<file path="config.mk">
export PLATFORM = sky130hd
export DESIGN_NAME = squid_weight_unpacker
export DESIGN_NICKNAME = d
export VERILOG_FILES = /design/src/rtl/squid_pkg.sv /design/src/rtl/squid_lane_sel.sv /design/src/rtl/squid_weight_unpacker.sv
export SDC_FILE = /design/constraint.sdc
export NUM_CORES = 1
export LEC_CHECK = 0
export CORE_ASPECT_RATIO = 1.25
export CORE_MARGIN = 5
export CORE_UTILIZATION = 50
export CTS_CLUSTER_SIZE = 28
export DETAILED_ROUTE_END_ITERATION = 10
export PLACE_DENSITY = 0.79
export SETUP_SLACK_MARGIN = 0.02
export SYNTH_ARGS = -nofsm -noshare
export SYNTH_HDL_FRONTEND = slang
export SYNTH_SLANG_ARGS = --single-unit
</file>
<file path="constraint.sdc">
create_clock -name clk -period 8.05 [get_ports clk]
set_clock_uncertainty 0.1 [all_clocks]
set_input_delay 1.2075 -clock clk [delete_from_list [all_inputs] [get_ports clk]]
set_output_delay 1.2075 -clock clk [all_outputs]
set_load 0.02 [all_outputs]
</file>
<file path="src/rtl/squid_pkg.sv">
// Shared SQUID types and constants.
// Provides the weight / virtual-parity element types, the slot-state
// encoding used by the weight unpacker, the default-geometry slot struct
// and a helper that normalises an incoming lane count.
package squid_pkg;

    localparam int W_BITS   = 6;
    localparam int VP_BITS  = 4;
    localparam int SLOT_WPL = 8;

    typedef logic [W_BITS-1:0]  weight_t;
    typedef logic [VP_BITS-1:0] vp_t;

    // Buffer occupancy, encoded as {cur_v, nxt_v}; 2'b01 is illegal.
    typedef enum logic [1:0] {
        ST_EMPTY = 2'b00,
        ST_ONE   = 2'b10,
        ST_TWO   = 2'b11
    } slot_state_e;

    // One buffered memory line at the default geometry.
    typedef struct packed {
        weight_t [SLOT_WPL-1:0]          weight;
        vp_t     [SLOT_WPL-1:0]          vp;
        logic [$clog2(SLOT_WPL+1)-1:0]   nvalid;
        logic                            last;
    } squid_slot_t;

    // A lane count of 0 or above the line width means "the whole line".
    function automatic int unsigned norm_nvalid(input int unsigned n, input int unsigned wpl);
        return ((n == 0) || (n > wpl)) ? wpl : n;
    endfunction

endpackage

</file>
<file path="src/rtl/squid_lane_sel.sv">
// Combinational lane selector for the SQUID weight unpacker.
// Picks lane idx_i out of the current line and forces the result to zero
// when the slot is not valid, so downstream never sees stale data.
// Ports:
//   valid_i   current slot holds a line
//   idx_i     lane to present
//   weight_i  all lane weights of the current line
//   vp_i      all lane parity nibbles of the current line
//   weight_o  selected weight (0 when invalid)
//   vp_o      selected parity (0 when invalid)
module squid_lane_sel
    import squid_pkg::*;
#(
    parameter int WPL   = 8,
    parameter int IDX_W = $clog2(WPL)
)
(
    input  logic                 valid_i,
    input  logic [IDX_W-1:0]     idx_i,
    input  weight_t [WPL-1:0]    weight_i,
    input  vp_t     [WPL-1:0]    vp_i,
    output logic [W_BITS-1:0]    weight_o,
    output logic [VP_BITS-1:0]   vp_o
);

    always_comb begin
        weight_o = '0;
        vp_o     = '0;
        if (valid_i) begin
            weight_o = weight_i[idx_i];
            vp_o     = vp_i[idx_i];
        end
    end

endmodule

</file>
<file path="src/rtl/squid_weight_unpacker.sv">
// SQUID weight unpacker: turns packed memory lines (WPL weights plus WPL
// virtual-parity nibbles) into a one-pair-per-cycle valid/ready stream for
// the first-level decoder. Two line slots (CUR being serialised, NXT
// prefetched) give 1 weight/clk with no bubble at line boundaries.
// Ports:
//   clk, rst                      clock, async active-high reset
//   line_valid_i / line_ready_o   input line handshake (ready = NXT empty)
//   line_weight_i, line_vp_i      lane k at [k*6 +: 6] / [k*4 +: 4]
//   line_nvalid_i                 lanes used (0 or >WPL means WPL)
//   line_last_i                   final line of the tensor
//   out_valid_o / out_ready_i     output handshake
//   weight_o, vp_o, idx_o         current lane (all zero when not valid)
//   last_o                        last lane of a last line
// Optional: define SQUID_UNPACK_PERF_EN to add stall_cnt_o (valid but
// not-ready cycles) and line_cnt_o (lines accepted), both 32-bit wrapping.
module squid_weight_unpacker
    import squid_pkg::*;
#(
    parameter  int WPL   = 8,
    localparam int IDX_W = $clog2(WPL),
    localparam int CNT_W = $clog2(WPL+1)
)
(
    input  logic                   clk,
    input  logic                   rst,
    input  logic                   line_valid_i,
    output logic                   line_ready_o,
    input  logic [WPL*W_BITS-1:0]  line_weight_i,
    input  logic [WPL*VP_BITS-1:0] line_vp_i,
    input  logic [CNT_W-1:0]       line_nvalid_i,
    input  logic                   line_last_i,
    output logic                   out_valid_o,
    input  logic                   out_ready_i,
    output logic [W_BITS-1:0]      weight_o,
    output logic [VP_BITS-1:0]     vp_o,
    output logic [IDX_W-1:0]       idx_o,
    output logic                   last_o
`ifdef SQUID_UNPACK_PERF_EN
    ,
    output logic [31:0]            stall_cnt_o,
    output logic [31:0]            line_cnt_o
`endif
);

    typedef struct packed {
        weight_t [WPL-1:0]  weight;
        vp_t     [WPL-1:0]  vp;
        logic [CNT_W-1:0]   nvalid;
        logic               last;
    } slot_t;

    slot_state_e       state_q;
    slot_t             cur_q;
    slot_t             nxt_q;
    slot_t             in_slot;
    logic [IDX_W-1:0]  idx_q;
    logic              cur_v;
    logic              nxt_v;
    logic              accept;
    logic              fire;
    logic              at_end;
    logic              retire;

    assign cur_v = state_q[1];
    assign nxt_v = state_q[0];

    // Incoming line with its lane count already normalised.
    always_comb begin
        in_slot        = '0;
        in_slot.weight = line_weight_i;
        in_slot.vp     = line_vp_i;
        in_slot.nvalid = CNT_W'(norm_nvalid(32'(line_nvalid_i), WPL));
        in_slot.last   = line_last_i;
    end

    // Ready depends only on registered occupancy, never on out_ready_i.
    assign line_ready_o = !nxt_v;
    assign accept       = line_valid_i && line_ready_o;
    assign fire         = cur_v && out_ready_i;
    assign at_end       = (CNT_W'(idx_q) == (cur_q.nvalid - CNT_W'(1)));
    assign retire       = fire && at_end;

    // Slot FSM: a retiring CUR is refilled from NXT first, otherwise from a
    // line accepted on the same edge, so back-to-back lines never bubble.
    always_ff @(posedge clk or posedge rst) begin
        if (rst) begin
            state_q <= ST_EMPTY;
            cur_q   <= '0;
            nxt_q   <= '0;
            idx_q   <= '0;
        end else begin
            case (state_q)
                ST_EMPTY: begin
                    if (accept) begin
                        cur_q   <= in_slot;
                        idx_q   <= '0;
                        state_q <= ST_ONE;
                    end
                end
                ST_ONE: begin
                    if (retire) begin
                        idx_q <= '0;
                        if (accept) begin
                            cur_q <= in_slot;
                        end else begin
                            state_q <= ST_EMPTY;
                        end
                    end else begin
                        if (fire) begin
                            idx_q <= idx_q + IDX_W'(1);
                        end
                        if (accept) begin
                            nxt_q   <= in_slot;
                            state_q <= ST_TWO;
                        end
                    end
                end
                ST_TWO: begin
                    if (retire) begin
                        idx_q   <= '0;
                        cur_q   <= nxt_q;
                        state_q <= ST_ONE;
                    end else if (fire) begin
                        idx_q <= idx_q + IDX_W'(1);
                    end
                end
                default: begin
                    state_q <= ST_EMPTY;
                    idx_q   <= '0;
                end
            endcase
        end
    end

    squid_lane_sel #(
        .WPL   (WPL),
        .IDX_W (IDX_W)
    ) u_lane_sel (
        .valid_i  (cur_v),
        .idx_i    (idx_q),
        .weight_i (cur_q.weight),
        .vp_i     (cur_q.vp),
        .weight_o (weight_o),
        .vp_o     (vp_o)
    );

    assign out_valid_o = cur_v;
    assign idx_o       = cur_v ? idx_q : '0;
    assign last_o      = cur_v && cur_q.last && at_end;

`ifdef SQUID_UNPACK_PERF_EN
    // Free-running wrapping counters.
    always_ff @(posedge clk or posedge rst) begin
        if (rst) begin
            stall_cnt_o <= '0;
            line_cnt_o  <= '0;
        end else begin
            if (cur_v && !out_ready_i) begin
                stall_cnt_o <= stall_cnt_o + 32'd1;
            end
            if (accept) begin
                line_cnt_o <= line_cnt_o + 32'd1;
            end
        end
    end
`endif

endmodule

</file>
**Yosys cells after proc, flatten, opt, wreduce, memory -nomap -nowiden**

Cells that the tools add are included.
Widths: inputs -> output; s select.

- Word-level logic and storage cells: 89
- Bits in registers: 175

- $lt $le $gt $ge: 2
- Reductions and logical operators: 15
- Eq/ne operators: 9
- Bitwise logic cells: 1
- $add $sub $neg: 2
- Mux-type cells: 22

Operators with widths:

| kind | count |
|---|---|
| $mux 85 | 3 |
| $pmux 85 s3 | 1 |
| $bmux 6 s3 | 1 |
| $bmux 4 s3 | 1 |
| $mux 3 | 4 |
| $mux 4 | 3 |
| $mux 6 | 2 |
| $mux 2 | 5 |
| $ne 2x2->1 const B | 3 |
| $ne 3x3->1 const B | 2 |
| $pmux 2 s3 | 1 |
| $pmux 3 s2 | 1 |
| $reduce_and 3->1 | 2 |
| $logic_and 1x1->1 | 5 |
| $eq 2x2->1 const B | 2 |
| $eq 3x4->1 | 1 |
| $gt 4x4->1 const B | 1 |
| $logic_not 4->1 | 1 |
| $lt 3x4->1 const B | 1 |
| $reduce_and 4->1 | 1 |
| $sub 4x1->4 const B | 1 |
| $add 3x1->3 const B | 1 |
| $ne 3x1->1 const B | 1 |
| $reduce_bool 3->1 | 1 |
| 6 further kinds | 6 |

**Logic depth before layout (Yosys ltp)**

- Word-level depth: 6
- Gate-level depth with buffers: 9
- Mapped depth without buffers: 7

**Modules after synthesis**

From an unflattened synthesis, not the netlist that was laid out.

- Cells, all modules: 574
- Area total of the unflattened synthesis: 8,715.9 um^2

Modules (own cells, without submodules):

| module | area an instance (um^2) | cells an instance | sequential area each (um^2) | instances |
|---|---|---|---|---|
| squid_weight_unpacker | 8,075.2 | 528 | 4,379.2 | 1 |
| squid_lane_sel | 640.6 | 46 | 0.0 | 1 |

**Worst setup path after synthesis**

Ideal clock, no wire load.

- Path type: reg2out
- Start point: register idx_q[0]
- End point: output vp_o[0]
- Path buffers: 2
- Data required time: 6,743 ps
- Setup slack: 5,043 ps
- Stages on the path, launching flop included: 6
- Arrival time: 1,700 ps
- Cells stage by stage: dfrtp_1 buf_2 buf_1 mux4_2 mux2i_1 nor2_1

- Longest elaborated chain between the ends: 3

Ends and longest elaborated chain:

| item | line | RTL |
|---|---|---|
| from (decl) | squid_weight_unpacker.sv:56 | `logic [IDX_W-1:0] idx_q;` |
| from (signal assigned) | squid_weight_unpacker.sv:110 | `idx_q <= idx_q + IDX_W'(1);` |
| from (signal assigned) | squid_weight_unpacker.sv:124 | `idx_q <= idx_q + IDX_W'(1);` |
| $bmux 4 s3 | squid_lane_sel.sv:31 | `vp_o = vp_i[idx_i];` |
| $mux 4 (not written as such) | squid_lane_sel.sv:31 |  |
| $mux 4 | squid_lane_sel.sv:29 | `if (valid_i) begin` |
| to (decl) | squid_weight_unpacker.sv:35 | `output logic [VP_BITS-1:0] vp_o,` |

Every way passes these cells. The select of a mux whose other input is x is not followed.

**Worst setup path in the final report**

- Start point: register idx_q[2]
- End point: output last_o

- Longest elaborated chain between the ends: 2

Ends and longest elaborated chain:

| item | line | RTL |
|---|---|---|
| $eq 3x4->1 | squid_weight_unpacker.sv:80 | `assign at_end = (CNT_W'(idx_q) == (cur_q.nvalid - CNT_W'(1)));` |
| $logic_and 1x1->1 | squid_weight_unpacker.sv:149 | `assign last_o = cur_v && cur_q.last && at_end;` |
| to (decl) | squid_weight_unpacker.sv:37 | `output logic last_o` |

Every way passes these cells.

==> impl_metrics.env <==
export IMPL_io_pins=105
export IMPL_synth_seq_cells=175
export IMPL_synth_edff_count=0
export IMPL_timing_final_crit_share_pct=51.2
export IMPL_use_met2_pct=29.8
export IMPL_die_x_um=128
export IMPL_synth_distinct_cells=38
export IMPL_path_cells="xnor3_1 -> nand3_1 -> nor2_1 -> clkdlybuf4s50_1"
export IMPL_power_frac_seq_pct=36.2
export IMPL_drtAntennaViolNets=0
export IMPL_grt_max_degree=97
export IMPL_rsz0062_at_grt="no"
export IMPL_ir_worst_vdd_uv=315
export IMPL_avgSynthCellArea_um2=15.0
export IMPL_met3_usage_pct=4.51
export IMPL_ys_warnings_count=0
export IMPL_core_area_um2=16900
export IMPL_antenna_found_initial=1
export IMPL_grt_first_pass_wirelength_mm=28.1
export IMPL_holdWs_ps=382
export IMPL_met1_usage_pct=22.7
export IMPL_yosysSeqAreaShare_pct=50.7
export IMPL_hpwl_mm=11.4
export IMPL_combPwrFrac_pct=43.5
export IMPL_start_kind="flip-flop"
export IMPL_slew_violations=0
export IMPL_power_switching_uw=1390
export IMPL_port_buffers=104
export IMPL_ys_async_sr_fraction_pct=100
export IMPL_power_internal_uw=3110
export IMPL_max_clock_path_buffers=2
export IMPL_required_ps=6740
export IMPL_gr_total_overflow=0
export IMPL_cts_num_sinks=175
export IMPL_drc=0
export IMPL_diodes=0
export IMPL_r2r_slack_ps=4010
export IMPL_initial_utilization_pct=51.1
export IMPL_via_per_inst=5.51
export IMPL_path_class="flip-flop to output pin"
export IMPL_cap_violations=0
export IMPL_cts_hold_buffers_added=0
export IMPL_clock_latency_ps=430
export IMPL_path_max_fanout=15
export IMPL_min_path_cells=2
export IMPL_slew_limit_headroom_pct=18.6
export IMPL_hold_path_class="flip-flop to flip-flop"
export IMPL_grt_pass1_vias=5587
export IMPL_fin_crit_ps=4120
export IMPL_vias=4967
export IMPL_post_drt_wl_per_cell_um=19.0
export IMPL_die_height_um=157
export IMPL_nets=763
export IMPL_rr_startpoint="idx_q[2]$_DFFE_PP0P_"
export IMPL_path_clk_slew_ps=60
export IMPL_min_to="nxt_q[4]$_DFFE_PP0P_"
export IMPL_hold_start="nxt_q[4]$_DFFE_PP0P_"
export IMPL_h_tree_depth=4
export IMPL_cpMaxStageDelayCell="dfrtp_1"
export IMPL_layout_drive_gt1_share_pct=44.9
export IMPL_syn_area_um2=8640
export IMPL_area_growth_pct=21.2
export IMPL_grt_use_total_pct=17.9
export IMPL_r2r_end="cur_q[19]$_DFFE_PP0P_"
export IMPL_power_switching_share_pct=30.8
export IMPL_cp_end_kind="output pin"
export IMPL_clock_fmax_ghz=0.243
export IMPL_drtIter0Drc=199
export IMPL_arrival_ps=2810
export IMPL_synthesis_nets=673
export IMPL_p_per_area_nw_per_um2=430
export IMPL_setup_tns_ps=0
export IMPL_p_leak_uw=0.00437
export IMPL_crit_path_max_incr_delay_ps=900
export IMPL_dr_pass1_iters=4
export IMPL_rr_worst_depth=6
export IMPL_setup_viol=0
export IMPL_num_rows=53
export IMPL_synthCells=578
export IMPL_final_hold_violation_count=0
export IMPL_busiest_layer="met2"
export IMPL_cts_tree="done"
export IMPL_drt_total_wl_mm=17.1
export IMPL_ctsResizeCount=0
export IMPL_synth_flop_cell="dfrtp_1"
export IMPL_clkPwrFrac_pct=20.2
export IMPL_post_cts_buffers=0
export IMPL_worst_slew_pin_slew_ps=1220
export IMPL_cts_buffers=17
export IMPL_fp_dieArea_um2=20000
export IMPL_status="finished clean"
export IMPL_cts_root_buf="clkbuf_16"
export IMPL_globalplace_congestion=0.814
-- cell usage after synthesis (4+ instances only) --
library cell | number | area [um^2]
ha_1 | 6 | 75.1
o21ai_0 | 9 | 45.0
buf_2 | 14 | 70.1
nor2_1 | 16 | 60.1
inv_1 | 6 | 22.5
mux2i_1 | 13 | 130
dfrtp_1 | 175 | 4380
mux2_2 | 197 | 2220
nand2b_1 | 4 | 25.0
clkbuf_1 | 14 | 52.6
mux2_4 | 48 | 721
and2_1 | 4 | 25.0
mux4_2 | 20 | 450
buf_6 | 6 | 67.6
nand2_1 | 15 | 56.3
-- worst max-delay path, delay by kind of cell, from the launching register on --
family	cells	cell delay [ps]
XOR/XNOR	1	380
flip-flops	1	900
AND/OR/NAND/NOR	2	470
buffers and inverters	1	630
-- state kept, by name, indices dropped and copies added (netlist names) --
name,flops
idx_q,3
state_q,2
nxt_q,85
cur_q,85
-- placed cells by master, fill, tap and decap left out, drive strengths merged, types with 2 or more instances in the layout --
| cell type | netlist | final |
|---|---|---|
| ha | 6 | 6 |
| clkinv | 0 | 2 |
| dfrtp | 175 | 175 |
| buf | 23 | 4 |
| nand3 | 3 | 3 |
| nor3b | 2 | 2 |
| mux2 | 245 | 245 |
| nand2 | 15 | 15 |
| inv | 6 | 6 |
| mux4 | 20 | 20 |
| mux2i | 13 | 13 |
| clkinvlp | 0 | 3 |
| nor2 | 16 | 16 |
| nor2b | 2 | 2 |
| clkbuf | 14 | 22 |
| and2 | 5 | 5 |
| a21oi | 4 | 4 |
| clkdlybuf4s50 | 0 | 104 |
| nand2b | 4 | 4 |
| a31oi | 2 | 2 |
| o21ai | 9 | 9 |
| xor2 | 2 | 2 |
| bufinv | 0 | 5 |
-- logic make-up after synthesis --
group                    synth area share (%)
multiplexers                             40.7
AO/OA/AOI/OAI                            1.82
XOR/XNOR                                0.463
adder cells (fa/ha/maj)                 0.869
flip-flops                               50.7
buffers and inverters                    2.64
AND/OR/NAND/NOR                          2.81
-- stage by stage --
step | instance area, um^2 | cells | power, uW | utilization, % | setup WS, ps
detailed placement | 9820 | 869 | 3620 | 58.1 | 3540
finish | 10500 | 901 | 4500 | 61.9 | 3930
global placement | 9820 | 869 | 3520 | 58.1 | 3630
CTS | 10500 | 901 | 4550 | 61.9 | 3870
floorplan | 8640 | 578 | 3150 | - | 2000
global route | 10500 | 901 | 4760 | 61.9 | 3740
-- worst max path at each step --
stage                              start                     to  slack (ps)  cells past startpoint
finish              idx_q[2]$_DFFE_PP0P_                 last_o        3930                      4
global route        idx_q[0]$_DFFE_PP0P_            weight_o[4]        3740                      4
CTS                 idx_q[0]$_DFFE_PP0P_            weight_o[4]        3870                      4
detailed placement           out_ready_i  nxt_q[64]$_DFFE_PP0P_        3540                      6
global placement             out_ready_i  nxt_q[14]$_DFFE_PP0P_        3630                      6
floorplan                            rst   cur_q[0]$_DFFE_PP0P_        2000                      1
-- power by group through the flow --
| stage | Clock, uW | Sequential [uW] | Combinational (uW) |
|---|---|---|---|
| finish | 910 | 1630 | 1960 |
| global route | 964 | 1690 | 2110 |
| CTS | 926 | 1630 | 1990 |
| detailed placement | 0 | 1650 | 1970 |
| global placement | 0 | 1610 | 1910 |
| floorplan | 0 | 1500 | 1650 |
-- layer usage --
metal  vias to the layer above  share of wire, %
met3                        22               4.3
li1                       2280                 -
met1                      2547                43
met2                       116                51
met5                         -             0.076
met4                         2               1.6
-- cell type report --
cell class / instances / area [um^2]
inverters: 6 / 27.5
well taps: 220 / 275
clock buffers: 22 / 474
flip-flops and latches: 175 / 4380
fillers: 1274 / 6430
clock inverters: 10 / 183
repair buffers: 108 / 1070
multi-input cells: 360 / 4060
No activity file was read; power rests on OpenSTA's default activity.
